**config.mk**
```make
export PLATFORM = sky130hd
export DESIGN_NAME = ram_arbiter_flat
export DESIGN_NICKNAME = d
export VERILOG_FILES = /design/src/rtl/ram_arbiter_if.sv /design/src/rtl/ram_arbiter.sv /design/src/flat_wrapper.sv
export SDC_FILE = /design/constraint.sdc
export NUM_CORES = 1
export LEC_CHECK = 0
export ABC_AREA = 0
export ABC_CLOCK_PERIOD_IN_PS = 4400
export BUFFER_PORTS_ARGS = -buffer_cell sky130_fd_sc_hd__buf_2
export CORE_UTILIZATION = 35
export DETAILED_ROUTE_END_ITERATION = 10
export PLACE_DENSITY = 0.87
export SLEW_MARGIN = 15
export SYNTH_ARGS = -nofsm -noshare
export SYNTH_HDL_FRONTEND = slang
export SYNTH_SLANG_ARGS = --single-unit
```
**constraint.sdc**
```tcl
create_clock -name i_clk -period 4.4 [get_ports i_clk]
set_clock_uncertainty 0.2 [all_clocks]
set_input_delay 0.44 -clock i_clk [delete_from_list [all_inputs] [get_ports i_clk]]
set_output_delay 0.44 -clock i_clk [all_outputs]
set_load 0.1 [all_outputs]
```
**src/rtl/ram_arbiter_if.sv**
```systemverilog
// Request/grant bundle between the two requesters, the arbiter and the data RAM.
// The master side drives requests and RAM read data; the slave side is the arbiter.
interface ram_arbiter_if #(
  parameter int unsigned DATA_WIDTH = 16,
  parameter int unsigned ADDR_WIDTH = 16
);
  logic [1:0]            req;
  logic [1:0]            lock;
  logic [1:0]            we;
  logic [ADDR_WIDTH-1:0] addr0;
  logic [ADDR_WIDTH-1:0] addr1;
  logic [DATA_WIDTH-1:0] wdata0;
  logic [DATA_WIDTH-1:0] wdata1;
  logic [1:0]            gnt;
  logic [1:0]            rvalid;
  logic [DATA_WIDTH-1:0] rdata;
  logic                  ram_we;
  logic [ADDR_WIDTH-1:0] ram_addr;
  logic [DATA_WIDTH-1:0] ram_wdata;
  logic [DATA_WIDTH-1:0] ram_rdata;

  modport master (
    output req, lock, we, addr0, addr1, wdata0, wdata1, ram_rdata,
    input  gnt, rvalid, rdata, ram_we, ram_addr, ram_wdata
  );

  modport slave (
    input  req, lock, we, addr0, addr1, wdata0, wdata1, ram_rdata,
    output gnt, rvalid, rdata, ram_we, ram_addr, ram_wdata
  );
endinterface

```
**src/rtl/ram_arbiter.sv**
```systemverilog
// Two-port round-robin arbiter for a single-port data RAM with burst lock, hold limit
// and a read-return pipeline that tags read data with the issuing port.
module ram_arbiter #(
  parameter int unsigned DATA_WIDTH = 16,
  parameter int unsigned ADDR_WIDTH = 16,
  parameter int unsigned RD_LATENCY = 1,
  parameter int unsigned MAX_HOLD   = 8
) (
  input logic          i_clk,
  input logic          i_rst_n,
  ram_arbiter_if.slave bus
);

  localparam int unsigned HoldW     = $clog2(MAX_HOLD + 1);
  localparam int unsigned LastStage = RD_LATENCY - 1;
  localparam logic [HoldW-1:0] MaxHold = HoldW'(MAX_HOLD);

  logic             ptr_q, ptr_d;
  logic             owner_valid_q, owner_valid_d;
  logic             owner_q, owner_d;
  logic [HoldW-1:0] hold_q, hold_d;
  logic [RD_LATENCY-1:0] rv_valid_q;
  logic [RD_LATENCY-1:0] rv_port_q;

  logic gnt_any;
  logic gsel;
  logic rd_issue;

  // Arbitration; gated by reset so nothing is issued while reset is held.
  always_comb begin
    gnt_any = 1'b0;
    gsel    = 1'b0;
    if (i_rst_n) begin
      unique case (bus.req)
        2'b01: begin
          gnt_any = 1'b1;
          gsel    = 1'b0;
        end
        2'b10: begin
          gnt_any = 1'b1;
          gsel    = 1'b1;
        end
        2'b11: begin
          gnt_any = 1'b1;
          if (owner_valid_q && (hold_q < MaxHold)) begin
            gsel = owner_q;
          end else begin
            gsel = ~ptr_q;
          end
        end
        default: begin
          gnt_any = 1'b0;
          gsel    = 1'b0;
        end
      endcase
    end
  end

  assign bus.gnt = gnt_any ? (gsel ? 2'b10 : 2'b01) : 2'b00;

  always_comb begin
    bus.ram_we    = 1'b0;
    bus.ram_addr  = '0;
    bus.ram_wdata = '0;
    if (gnt_any) begin
      bus.ram_we    = bus.we[gsel];
      bus.ram_addr  = gsel ? bus.addr1 : bus.addr0;
      bus.ram_wdata = gsel ? bus.wdata1 : bus.wdata0;
    end
  end

  assign rd_issue = gnt_any & ~bus.we[gsel];

  // An owner that withdraws its request loses the lock immediately.
  always_comb begin
    ptr_d         = ptr_q;
    owner_valid_d = owner_valid_q & bus.req[owner_q];
    owner_d       = owner_q;
    hold_d        = '0;
    if (gnt_any) begin
      ptr_d         = gsel;
      owner_valid_d = bus.lock[gsel];
      owner_d       = gsel;
      if (owner_valid_q && (owner_q == gsel) && bus.req[~gsel]) begin
        hold_d = (hold_q == MaxHold) ? MaxHold : hold_q + HoldW'(1);
      end
    end
  end

  always_ff @(posedge i_clk or negedge i_rst_n) begin
    if (!i_rst_n) begin
      ptr_q         <= 1'b1;
      owner_valid_q <= 1'b0;
      owner_q       <= 1'b0;
      hold_q        <= '0;
    end else begin
      ptr_q         <= ptr_d;
      owner_valid_q <= owner_valid_d;
      owner_q       <= owner_d;
      hold_q        <= hold_d;
    end
  end

  // Read-return pipeline: one {valid, port} stage per cycle of RAM latency.
  always_ff @(posedge i_clk or negedge i_rst_n) begin
    if (!i_rst_n) begin
      rv_valid_q <= '0;
      rv_port_q  <= '0;
    end else begin
      rv_valid_q[0] <= rd_issue;
      rv_port_q[0]  <= gsel;
      for (int i = 1; i < RD_LATENCY; i++) begin
        rv_valid_q[i] <= rv_valid_q[i-1];
        rv_port_q[i]  <= rv_port_q[i-1];
      end
    end
  end

  assign bus.rvalid = {rv_valid_q[LastStage] &  rv_port_q[LastStage],
                       rv_valid_q[LastStage] & ~rv_port_q[LastStage]};
  assign bus.rdata  = bus.ram_rdata;

  gnt_onehot_a : assert property (@(posedge i_clk) disable iff (!i_rst_n) $onehot0(bus.gnt));
  rvalid_onehot_a : assert property (@(posedge i_clk) disable iff (!i_rst_n)
                                     $onehot0(bus.rvalid));

endmodule

```
**src/flat_wrapper.sv**
```systemverilog
// flat-port wrapper written by rule: the top's interface ports become plain ports
module ram_arbiter_flat 
#(
  parameter int unsigned DATA_WIDTH = 16,
  parameter int unsigned ADDR_WIDTH = 16,
  parameter int unsigned RD_LATENCY = 1,
  parameter int unsigned MAX_HOLD   = 8
)
  (i_clk, i_rst_n, bus_req, bus_lock, bus_we, bus_addr0, bus_addr1, bus_wdata0, bus_wdata1, bus_ram_rdata, bus_gnt, bus_rvalid, bus_rdata, bus_ram_we, bus_ram_addr, bus_ram_wdata);
  ram_arbiter_if #(.DATA_WIDTH(DATA_WIDTH), .ADDR_WIDTH(ADDR_WIDTH)) bus_i ();
  input logic i_clk;
  input logic i_rst_n;
  input wire logic [$bits(bus_i.req)-1:0] bus_req;
  input wire logic [$bits(bus_i.lock)-1:0] bus_lock;
  input wire logic [$bits(bus_i.we)-1:0] bus_we;
  input wire logic [$bits(bus_i.addr0)-1:0] bus_addr0;
  input wire logic [$bits(bus_i.addr1)-1:0] bus_addr1;
  input wire logic [$bits(bus_i.wdata0)-1:0] bus_wdata0;
  input wire logic [$bits(bus_i.wdata1)-1:0] bus_wdata1;
  input wire logic [$bits(bus_i.ram_rdata)-1:0] bus_ram_rdata;
  output wire logic [$bits(bus_i.gnt)-1:0] bus_gnt;
  output wire logic [$bits(bus_i.rvalid)-1:0] bus_rvalid;
  output wire logic [$bits(bus_i.rdata)-1:0] bus_rdata;
  output wire logic [$bits(bus_i.ram_we)-1:0] bus_ram_we;
  output wire logic [$bits(bus_i.ram_addr)-1:0] bus_ram_addr;
  output wire logic [$bits(bus_i.ram_wdata)-1:0] bus_ram_wdata;
  assign bus_i.req = bus_req;
  assign bus_i.lock = bus_lock;
  assign bus_i.we = bus_we;
  assign bus_i.addr0 = bus_addr0;
  assign bus_i.addr1 = bus_addr1;
  assign bus_i.wdata0 = bus_wdata0;
  assign bus_i.wdata1 = bus_wdata1;
  assign bus_i.ram_rdata = bus_ram_rdata;
  assign bus_gnt = bus_i.gnt;
  assign bus_rvalid = bus_i.rvalid;
  assign bus_rdata = bus_i.rdata;
  assign bus_ram_we = bus_i.ram_we;
  assign bus_ram_addr = bus_i.ram_addr;
  assign bus_ram_wdata = bus_i.ram_wdata;
  ram_arbiter #(.DATA_WIDTH(DATA_WIDTH), .ADDR_WIDTH(ADDR_WIDTH), .RD_LATENCY(RD_LATENCY), .MAX_HOLD(MAX_HOLD)) u_core (.i_clk(i_clk), .i_rst_n(i_rst_n), .bus(bus_i));
endmodule
```
==> results.json <==
{
  "outcome": "finished clean",
  "crit_path_top_delay_cell": "a311oi_4",
  "avgSynthCellArea_um2": 6.31,
  "crit_type": "input pin to primary output",
  "fin_crit_ns": 3.65,
  "grt_pass1_wl_um": 4460,
  "cts_root_buffer": "clkbuf_4",
  "clockBufferDepth": 2,
  "hpwlAfterDp_um": 2320,
  "crit_fanout": 50,
  "worst-path-buf-inv": 4,
  "clk-insertion-delay-late_ns": 0.26,
  "finalHoldViolations": 0,
  "die_w_um": 58.2,
  "grtUsageTotal_pct": 16.9,
  "worstPathArrival_ns": 3.01,
  "synth_top_area_cell": "nand2_1",
  "drc": 0,
  "grt_pass1_vias": 1133,
  "drt-initial-drc-count": 45,
  "async_flop_share_pct": 100,
  "yosysSeqAreaShare_pct": 20.5,
  "yosysMostFrequentCell": "nand2_1",
  "power.leakage_nw": 0.855,
  "vias": 1409,
  "clk_pin_slew_worst_paths_ns": 0.06,
  "slew_headroom_pct": 47.2,
  "place_area_mm2": 0.00154,
  "io_pins": 141,
  "slowest_delay_ns": 0.68,
  "yosysWarnings": 0,
  "synth_cell_types": 29,
  "antenna_left": 0,
  "drt_pre_antenna_iters": 4,
  "die_h_um": 58.2,
  "gr-usage-met3_pct": 3.35,
  "fin_cells": 305,
  "syn-num-nets": 265,
  "die_area_mm2": 0.00338,
  "start_kind": "input pin",
  "setup_viol": 0,
  "power.density_mw_per_mm2": 326,
  "tightestPinTransition_ns": 0.792,
  "finalCritPeriodShare_pct": 82.9,
  "syn_area_mm2": 0.00110,
  "max-vdd-ir-drop_uv": 145,
  "synthDominantCellAreaShare_pct": 23.1,
  "numPortBuffers": 108,
  "crit_path_frequent_cell": "buf_2",
  "grt_overflow": 0,
  "place_inst": 300,
  "use_met1_pct": 19.5,
  "cts_tree": "yes",
  "gp_routability_congestion": 0.834,
  "grt_antenna_before_repair": 0,
  "critPathTopFamily": "buffers and inverters",
  "coreArea_mm2": 0.00303,
  "postCtsSetupBuffers": 0,
  "final_area_mm2": 0.00158,
  "layout-drive-gt1-share_pct": 44.8,
  "required_ns": 3.76,
  "syn_inst": 175,
  "tns_ns": 0,
  "synth.top_cells.by_count": "nand2_1, o21ai_0, buf_4",
  "finalMaxSlewViolations": 0,
  "viasPerCell": 4.62,
  "maxClockFrequency_mhz": 274,
  "cap_viol_max_count": 0,
  "row_count": 20,
  "area_delta_synth_final_pct": 43.0,
  "rsz0062_at_grt": "no",
  "nNetsFinal": 352,
  "synth-seq-cells": 9,
  "cp-end-kind": "primary output",
  "synth_edf_count": 0,
  "cts_buffers": 3,
  "rrSetupSlack_ns": 1.93,
  "ys.flop_type": "dfrtp_1",
  "synth_area_leaders": "nand2_1, dfrtp_1, o21ai_0",
  "cts.sinks": 9,
  "grt_max_degree": 51,
  "start_util_pct": 36.4,
  "path_cells": "dlygate4sd3_1, buf_2, nand2_1, a311oi_4, buf_12, mux2i_1, nor2_1, buf_2",
  "busiest_layer": "met2",
  "use_met2_pct": 29.9,
  "routedWlPerCell_um": 9.68,
  "diodes": 0,
  "hold_path_class": "input pin to flip-flop",
  "h-tree-depth": 1,
  "drt-total-wl_um": 2950
}
==> metrics by stage <==
step	setup WS [ns]	power, mW	util (%)	hold slack [ns]
2_1_floorplan	0.352	0.453	-	-0.0556
5_1_grt	0.518	0.540	52.1	0.321
6_report	0.753	0.514	52.1	0.296
3_5_place_dp	1.22	0.453	50.9	0.118
3_3_place_gp	1.31	0.450	50.9	0.109
4_1_cts	0.695	0.518	52.1	0.286
==> cell families (layout without fill, tap and decap cells) <==
| family | Yosys count | count (layout) | share of synthesized area [%] |
|---|---|---|---|
| and+or+nand+nor | 81 | 81 | 30.3 |
| adders and majority gates | 2 | 2 | 2.27 |
| DFF | 9 | 9 | 20.5 |
| muxes | 3 | 3 | 2.83 |
| xor gates and xnor gates | 3 | 3 | 2.38 |
| AOI/OAI and AO/OA | 45 | 45 | 23.9 |
| buffers and inverters | 32 | 118 | 17.8 |
==> state kept, by name, summed over array words and instances (netlist names) <==
signal and flops:
u_core.hold_q 4, u_core.owner_q 1, u_core.owner_valid_q 1, u_core.ptr_q 1, u_core.rv_port_q 1, u_core.rv_valid_q 1
==> worst reg2reg max path, stage by stage (launching register included) <==
cell      delay [ns]
dfrtp_1         0.43
nand2b_1        0.28
a311oi_4        0.78
buf_12          0.29
mux2i_1         0.26
and2_1          0.15
==> report_power, final <==
| group | switching (mW) | total (mW) | internal [mW] |
|---|---|---|---|
| combinational | 0.284 | 0.354 | 0.0696 |
| sequential | 0.00830 | 0.0979 | 0.0896 |
| clock | 0.0276 | 0.0625 | 0.0349 |
| total | 0.320 | 0.514 | 0.194 |
==> cell usage in the layout, fill, tap and decap left out, drive strengths merged, types with 3 or more instances in the layout <==
master | synthesis | routed
and2 | 3 | 3
inv | 3 | 3
clkbuf | 7 | 4
o21ai | 34 | 34
nand2 | 68 | 68
a21oi | 3 | 3
buf | 22 | 110
dfrtp | 8 | 8
nor2 | 3 | 3
==> worst paths after layout <==
path                                  start              endpoint  cells after the start
max                                 i_rst_n            bus_ram_we                      8
min                             bus_lock[0]  u_core.owner_valid_q                      3
max reg2reg                u_core.hold_q[3]     u_core.rv_valid_q                      5
min reg2reg                u_core.hold_q[0]      u_core.hold_q[0]                      1
max in group asynchronous           i_rst_n          u_core.ptr_q                      2
min in group asynchronous           i_rst_n      u_core.hold_q[3]                      2
==> final cells by class <==
cell class | instances | area [um^2]
fill | 293 | 1450
inverter | 3 | 11.3
tap | 44 | 55.1
timing repair buffer | 111 | 578
clock buffer | 4 | 26.3
multi-input combinational | 134 | 681
sequential | 9 | 226
==> repair_timing <==
action / CTS / global route
endpoints found under the hold margin: 8 / 0
gates resized for setup: 0 / 0
hold buffers: 1 / 0
==> layer usage <==
| metal | wire length [um] | vias up |
|---|---|---|
| met2 | 1390 | 68 |
| li1 | - | 731 |
| met1 | 1250 | 602 |
| met3 | 253 | 8 |
| met4 | 55 | 0 |
| met5 | 0 | - |
Note: power is estimated with default switching activity, not from simulation.
